File: config.mk
export PLATFORM = sky130hd
export DESIGN_NAME = randomnum_requester
export DESIGN_NICKNAME = d
export VERILOG_FILES = /design/src/rtl/randomnum_pkg.sv /design/src/rtl/randomnum_fifo.sv /design/src/rtl/randomnum_requester.sv
export SDC_FILE = /design/constraint.sdc
export NUM_CORES = 1
export LEC_CHECK = 0
export CAP_MARGIN = 40
export CORE_ASPECT_RATIO = 1.4
export CORE_MARGIN = 10
export CORE_UTILIZATION = 30
export CTS_CLUSTER_DIAMETER = 100
export DETAILED_ROUTE_END_ITERATION = 12
export GPL_ROUTABILITY_DRIVEN = 1
export PLACE_DENSITY_LB_ADDON = 0.25
export REMOVE_ABC_BUFFERS = 1
export SYNTH_ARGS = -nofsm -noshare
export SYNTH_HDL_FRONTEND = slang
export SYNTH_SLANG_ARGS = --single-unit
File: constraint.sdc
create_clock -name clk -period 2.47 [get_ports clk]
set_clock_uncertainty 0.2 [all_clocks]
set_input_delay 0.247 -clock clk [delete_from_list [all_inputs] [get_ports clk]]
set_output_delay 0.247 -clock clk [all_outputs]
set_load 0.05 [all_outputs]
File: src/rtl/randomnum_pkg.sv
// Shared definitions for the random-number requester: value range and FSM states.
package randomnum_pkg;

    localparam int          VAL_W   = 4;
    localparam logic [3:0]  VAL_MIN = 4'd1;
    localparam logic [3:0]  VAL_MAX = 4'd11;

    // state  | meaning
    // IDLE   | waiting for start
    // ISSUE  | request pulse when the output FIFO can take the coming draw
    // WAIT   | waiting for ready from the responder, timer running
    // DONE   | all draws captured, done pulse
    // ERR    | timeout or out-of-range value, error pulse
    typedef enum logic [2:0] {
        IDLE,
        ISSUE,
        WAIT,
        DONE,
        ERR
    } req_state_t;

    // True when a returned value lies in the legal draw range.
    function automatic logic val_in_range(input logic [VAL_W-1:0] v);
        return (v >= VAL_MIN) && (v <= VAL_MAX);
    endfunction

endpackage

File: src/rtl/randomnum_fifo.sv
// Small synchronous FIFO; pointers carry one extra MSB so full and empty are distinct.
module randomnum_fifo #(
    parameter int WIDTH = 4,
    parameter int DEPTH = 4
) (
    input  logic             clk,
    input  logic             rst,
    input  logic             push_i,
    input  logic             pop_i,
    input  logic [WIDTH-1:0] data_i,
    output logic             full_o,
    output logic             empty_o,
    output logic [WIDTH-1:0] data_o
);

    localparam int AW = $clog2(DEPTH);

    logic [AW:0]      wr_ptr_q, wr_ptr_d;
    logic [AW:0]      rd_ptr_q, rd_ptr_d;
    logic [WIDTH-1:0] mem_q [DEPTH];
    logic             do_push;
    logic             do_pop;

    assign empty_o = (wr_ptr_q == rd_ptr_q);
    assign full_o  = (wr_ptr_q[AW] != rd_ptr_q[AW]) &&
                     (wr_ptr_q[AW-1:0] == rd_ptr_q[AW-1:0]);
    assign data_o  = mem_q[rd_ptr_q[AW-1:0]];

    // A push into a full FIFO is accepted only when the head leaves in the same cycle.
    assign do_pop  = pop_i && !empty_o;
    assign do_push = push_i && (!full_o || do_pop);

    // Next pointer values.
    always_comb begin
        wr_ptr_d = wr_ptr_q;
        rd_ptr_d = rd_ptr_q;
        if (do_push) wr_ptr_d = wr_ptr_q + {{AW{1'b0}}, 1'b1};
        if (do_pop)  rd_ptr_d = rd_ptr_q + {{AW{1'b0}}, 1'b1};
    end

    // Pointer registers; reset empties the FIFO.
    always_ff @(posedge clk or posedge rst) begin
        if (rst) begin
            wr_ptr_q <= '0;
            rd_ptr_q <= '0;
        end else begin
            wr_ptr_q <= wr_ptr_d;
            rd_ptr_q <= rd_ptr_d;
        end
    end

    // Storage write; contents need no reset since the pointers gate visibility.
    always_ff @(posedge clk) begin
        if (do_push) mem_q[wr_ptr_q[AW-1:0]] <= data_i;
    end

endmodule

File: src/rtl/randomnum_requester.sv
// Requester side of the random-number link: issues request pulses, captures and
// range-checks returned values, accumulates their sum and buffers them for a consumer.
module randomnum_requester
    import randomnum_pkg::*;
#(
    parameter  int NUM_DRAWS  = 8,
    parameter  int FIFO_DEPTH = 4,
    parameter  int TIMEOUT    = 15,
    localparam int SUM_W      = $clog2(11*NUM_DRAWS+1)
) (
    input  logic             clk,
    input  logic             rst,
    output logic             req_o,
    input  logic [VAL_W-1:0] value_i,
    input  logic             ready_i,
    input  logic             start_i,
    output logic             busy_o,
    output logic             done_o,
    output logic             error_o,
    output logic [SUM_W-1:0] sum_o,
    output logic             out_valid_o,
    output logic [VAL_W-1:0] out_data_o,
    input  logic             out_ready_i
);

    localparam int                CNT_W     = $clog2(NUM_DRAWS+1);
    localparam int                TMR_W     = $clog2(TIMEOUT+1);
    localparam logic [CNT_W-1:0]  LAST_DRAW = CNT_W'(NUM_DRAWS-1);
    localparam logic [TMR_W-1:0]  LAST_TICK = TMR_W'(TIMEOUT-1);

    req_state_t       state_q, state_d;
    logic [CNT_W-1:0] count_q, count_d;
    logic [TMR_W-1:0] timer_q, timer_d;
    logic [SUM_W-1:0] sum_q, sum_d;
    logic             push;
    logic             fifo_full;
    logic             fifo_empty;

    randomnum_fifo #(
        .WIDTH (VAL_W),
        .DEPTH (FIFO_DEPTH)
    ) u_fifo (
        .clk     (clk),
        .rst     (rst),
        .push_i  (push),
        .pop_i   (out_ready_i),
        .data_i  (value_i),
        .full_o  (fifo_full),
        .empty_o (fifo_empty),
        .data_o  (out_data_o)
    );

    assign out_valid_o = !fifo_empty;
    assign busy_o      = (state_q != IDLE);
    assign done_o      = (state_q == DONE);
    assign error_o     = (state_q == ERR);
    assign sum_o       = sum_q;

    // Next-state, request and capture decisions.
    always_comb begin
        state_d = state_q;
        count_d = count_q;
        timer_d = timer_q;
        sum_d   = sum_q;
        req_o   = 1'b0;
        push    = 1'b0;
        case (state_q)
            IDLE: begin
                if (start_i) begin
                    state_d = ISSUE;
                    count_d = '0;
                    sum_d   = '0;
                end
            end
            ISSUE: begin
                // Only WAIT pushes, so a free slot now is still free when the value returns.
                if (!fifo_full) begin
                    req_o   = 1'b1;
                    timer_d = '0;
                    state_d = WAIT;
                end
            end
            WAIT: begin
                if (ready_i) begin
                    if (val_in_range(value_i)) begin
                        push    = 1'b1;
                        sum_d   = sum_q + SUM_W'(value_i);
                        count_d = count_q + CNT_W'(1);
                        state_d = (count_q == LAST_DRAW) ? DONE : ISSUE;
                    end else begin
                        state_d = ERR;
                    end
                end else if (timer_q == LAST_TICK) begin
                    state_d = ERR;
                end else begin
                    timer_d = timer_q + TMR_W'(1);
                end
            end
            DONE:    state_d = IDLE;
            ERR:     state_d = IDLE;
            default: state_d = IDLE;
        endcase
    end

    // State, draw counter, timer and sum registers.
    always_ff @(posedge clk or posedge rst) begin
        if (rst) begin
            state_q <= IDLE;
            count_q <= '0;
            timer_q <= '0;
            sum_q   <= '0;
        end else begin
            state_q <= state_d;
            count_q <= count_d;
            timer_q <= timer_d;
            sum_q   <= sum_d;
        end
    end

endmodule

==> results.ini <==
[synth]
ys.flop_type=dfrtp_1
yosys_warnings=0
syn_inst=159
synth_edf_count=16
yosys-top-cells-area=dfrtp_1 (29%), edfxtp_1 (23%), ha_1 (7.3%)
ys_seq_area_frac=0.527
synth_top_area_frac=0.293
synth_top_area_cell=dfrtp_1
ys_seq_elements=40
syn-cell-area_mm2=0.00205
synthArstFlopShare=0.600
ys_types=46
avgSynthCellArea_um2=12.9

[cts]
cts_buffer_depth=2
cts_setup_buffers=0
clock-root-buffer=clkbuf_8
clkLatencyLatePin_ns=0.29
clk_pin_slew_worst_paths_ns=0.08
h-tree-depth=2
post_cts_resized=0
tritoncts=done
cts.sinks=40
ctsHoldBuffers=0
cts_made_buffers=5

[power]
irDropWorstVdd_uv=516
cellLeakagePower_nw=1.05
p_per_area_mw_per_mm2=1170
combPwrFrac=0.482
p_int_mw=1.73
power.switching_mw=1.26
swShare=0.421
pwr-share-clk=0.177
seqPwrFrac=0.341
power.total_mw=2.98

[worst_setup_path]
crit_path_max_fanout=7
worstRegToRegCells=5
start_kind=flop
arrival_ns=1.89
r2r_slack_ns=0.47
cp_data_required_time_ns=2.02
timing.rr.start=u_fifo.rd_ptr_q[0]
worstSetupPathType=reg -> out
cp-end-kind=output port
r2r_end=u_fifo.rd_ptr_q[1]

[sta]
period_needed_ns=2.34
slew_headroom=0.657
finalSetupViolations=0
max_freq_ghz=0.428
hold_viol=0
period_share=0.947
rsz0062_at_grt=no
tns_ns=0
maxSlewViolCount=0
worst_slew_pin_slew_ns=0.513
hold_slack_ns=0.109

[detailed_routing]
drtIter0Drc=31
drc_errors=0
vias_per_cell=4.54
post_drt_wl_per_cell_um=13.8
dr.pass1.iters=4
route.antenna.remaining_nets=0
dr_total_vias=1304
drt-total-wl_um=3960

[floorplan]
io_pins=25
die_x_um=89.9
dieArea_mm2=0.0106
die_h_um=118
num_rows=35
start_util=0.310
coreArea_mm2=0.00661

[place]
place_congestion=0.772
place_inst=279
dp_hpwl_um=3120
io_buffers=24

[grt]
grt_pass1_vias=1445
antenna_found_initial=0
grt_max_degree=25
grt_remaining_overflow=0
grt_use_total=0.0800
grt_pass1_wl_um=7050

[cells_and_area]
layout_commonest_cell=dfrtp_1
layout.cells.non_filler=287
n_fill_cell=638
final_cell_mix=dfrtp_1 (24), clkdlybuf4s50_1 (19), nand2_1 (16), edfxtp_1 (16), ha_1 (12)
areaGrowthSynthToFinish_pct=24.7
nNetsFinal=216
antenna_cells=0
drive_gt1_frac=0.205

[run_status]
status=completed

[min_path]
worstHoldPathType=in -> async

[job]
max-cap-violations=0

==> power by group through the flow <==
stage | registers [mW] | clock network (mW) | logic [mW]
floorplan | 1.13 | 0 | 0.879
global placement | 1.04 | 0 | 1.46
detailed placement | 1.03 | 0 | 1.46
CTS | 1.02 | 0.545 | 1.47
global route | 1.04 | 0.576 | 1.57
finish | 1.02 | 0.528 | 1.44
==> worst max-delay path by stage <==
| stage | slack [ns] | endpoint | startpoint | cells after the start |
|---|---|---|---|---|
| 6_report | 0.13 | out_data_o[0] | u_fifo.rd_ptr_q[1] | 2 |
| 5_1_grt | 0.05 | out_data_o[0] | u_fifo.rd_ptr_q[1] | 2 |
| 4_1_cts | 0.1 | out_data_o[0] | u_fifo.rd_ptr_q[1] | 2 |
| 3_5_place_dp | 0.20 | u_fifo.mem_q[2][1] | value_i[1] | 5 |
| 3_3_place_gp | 0.22 | u_fifo.mem_q[2][3] | value_i[1] | 5 |
| 2_1_floorplan | 0.33 | u_fifo.rd_ptr_q[1] | u_fifo.rd_ptr_q[0] | 4 |
==> flip-flops by register name, indices dropped and copies added, names as in the netlist <==
name,count
timer_q,4
u_fifo.mem_q,16
sum_o,7
u_fifo.wr_ptr_q,3
count_q,4
state_q,3
u_fifo.rd_ptr_q,3
==> per-layer routing <==
layer	routed length [um]	GRT usage
met1	1660	0.0887
met2	2130	0.142
met3	144	0.0268
met4	31	0.0210
met5	0	0
==> metrics by stage <==
stage	worst slack (ns)	util	area, um^2
3_5_place_dp	0.197	0.370	2440
3_3_place_gp	0.220	0.370	2440
4_1_cts	0.0964	0.386	2550
2_1_floorplan	0.326	-	2020
5_1_grt	0.0503	0.386	2550
6_report	0.132	0.386	2550
==> area by class of cell <==
type | count | area, um^2 | area share
Multi-Input combinational cell | 107 | 905 | 0.354
Tap cell | 92 | 115 | 0.0451
Clock buffer | 5 | 68.8 | 0.0269
Inverter | 8 | 30.0 | 0.0118
Clock inverter | 3 | 42.5 | 0.0167
Timing Repair Buffer | 32 | 313 | 0.122
Sequential cell | 40 | 1080 | 0.423
==> critical path, cell delays in order (launching register included) <==
cell and delay (ns):
dfrtp_1 0.54, mux4_2 0.35, clkdlybuf4s50_1 0.71
==> logic make-up (layout without fill, tap and decap cells) <==
| family | count (synthesis) | after routing | synth area share |
|---|---|---|---|
| and+or+nand+nor | 56 | 56 | 0.172 |
| DFF | 40 | 40 | 0.527 |
| AOI/OAI and AO/OA | 18 | 18 | 0.0623 |
| adders and majority gates | 13 | 13 | 0.0830 |
| muxes | 12 | 12 | 0.0867 |
| buffers and inverters | 12 | 48 | 0.0311 |
| xor gates and xnor gates | 8 | 8 | 0.0379 |
==> synthesized netlist by cell type (all sizes together), types with 4 or more instances <==
cell type and number:
ha 12, edfxtp 16, nor2 5, nand2 17
inv 8, xnor2 5, mux4 4, mux2i 5
nand3 11, dfrtp 24, nor3b 5, o21ai 7
No activity file was read; power rests on OpenSTA's default activity.
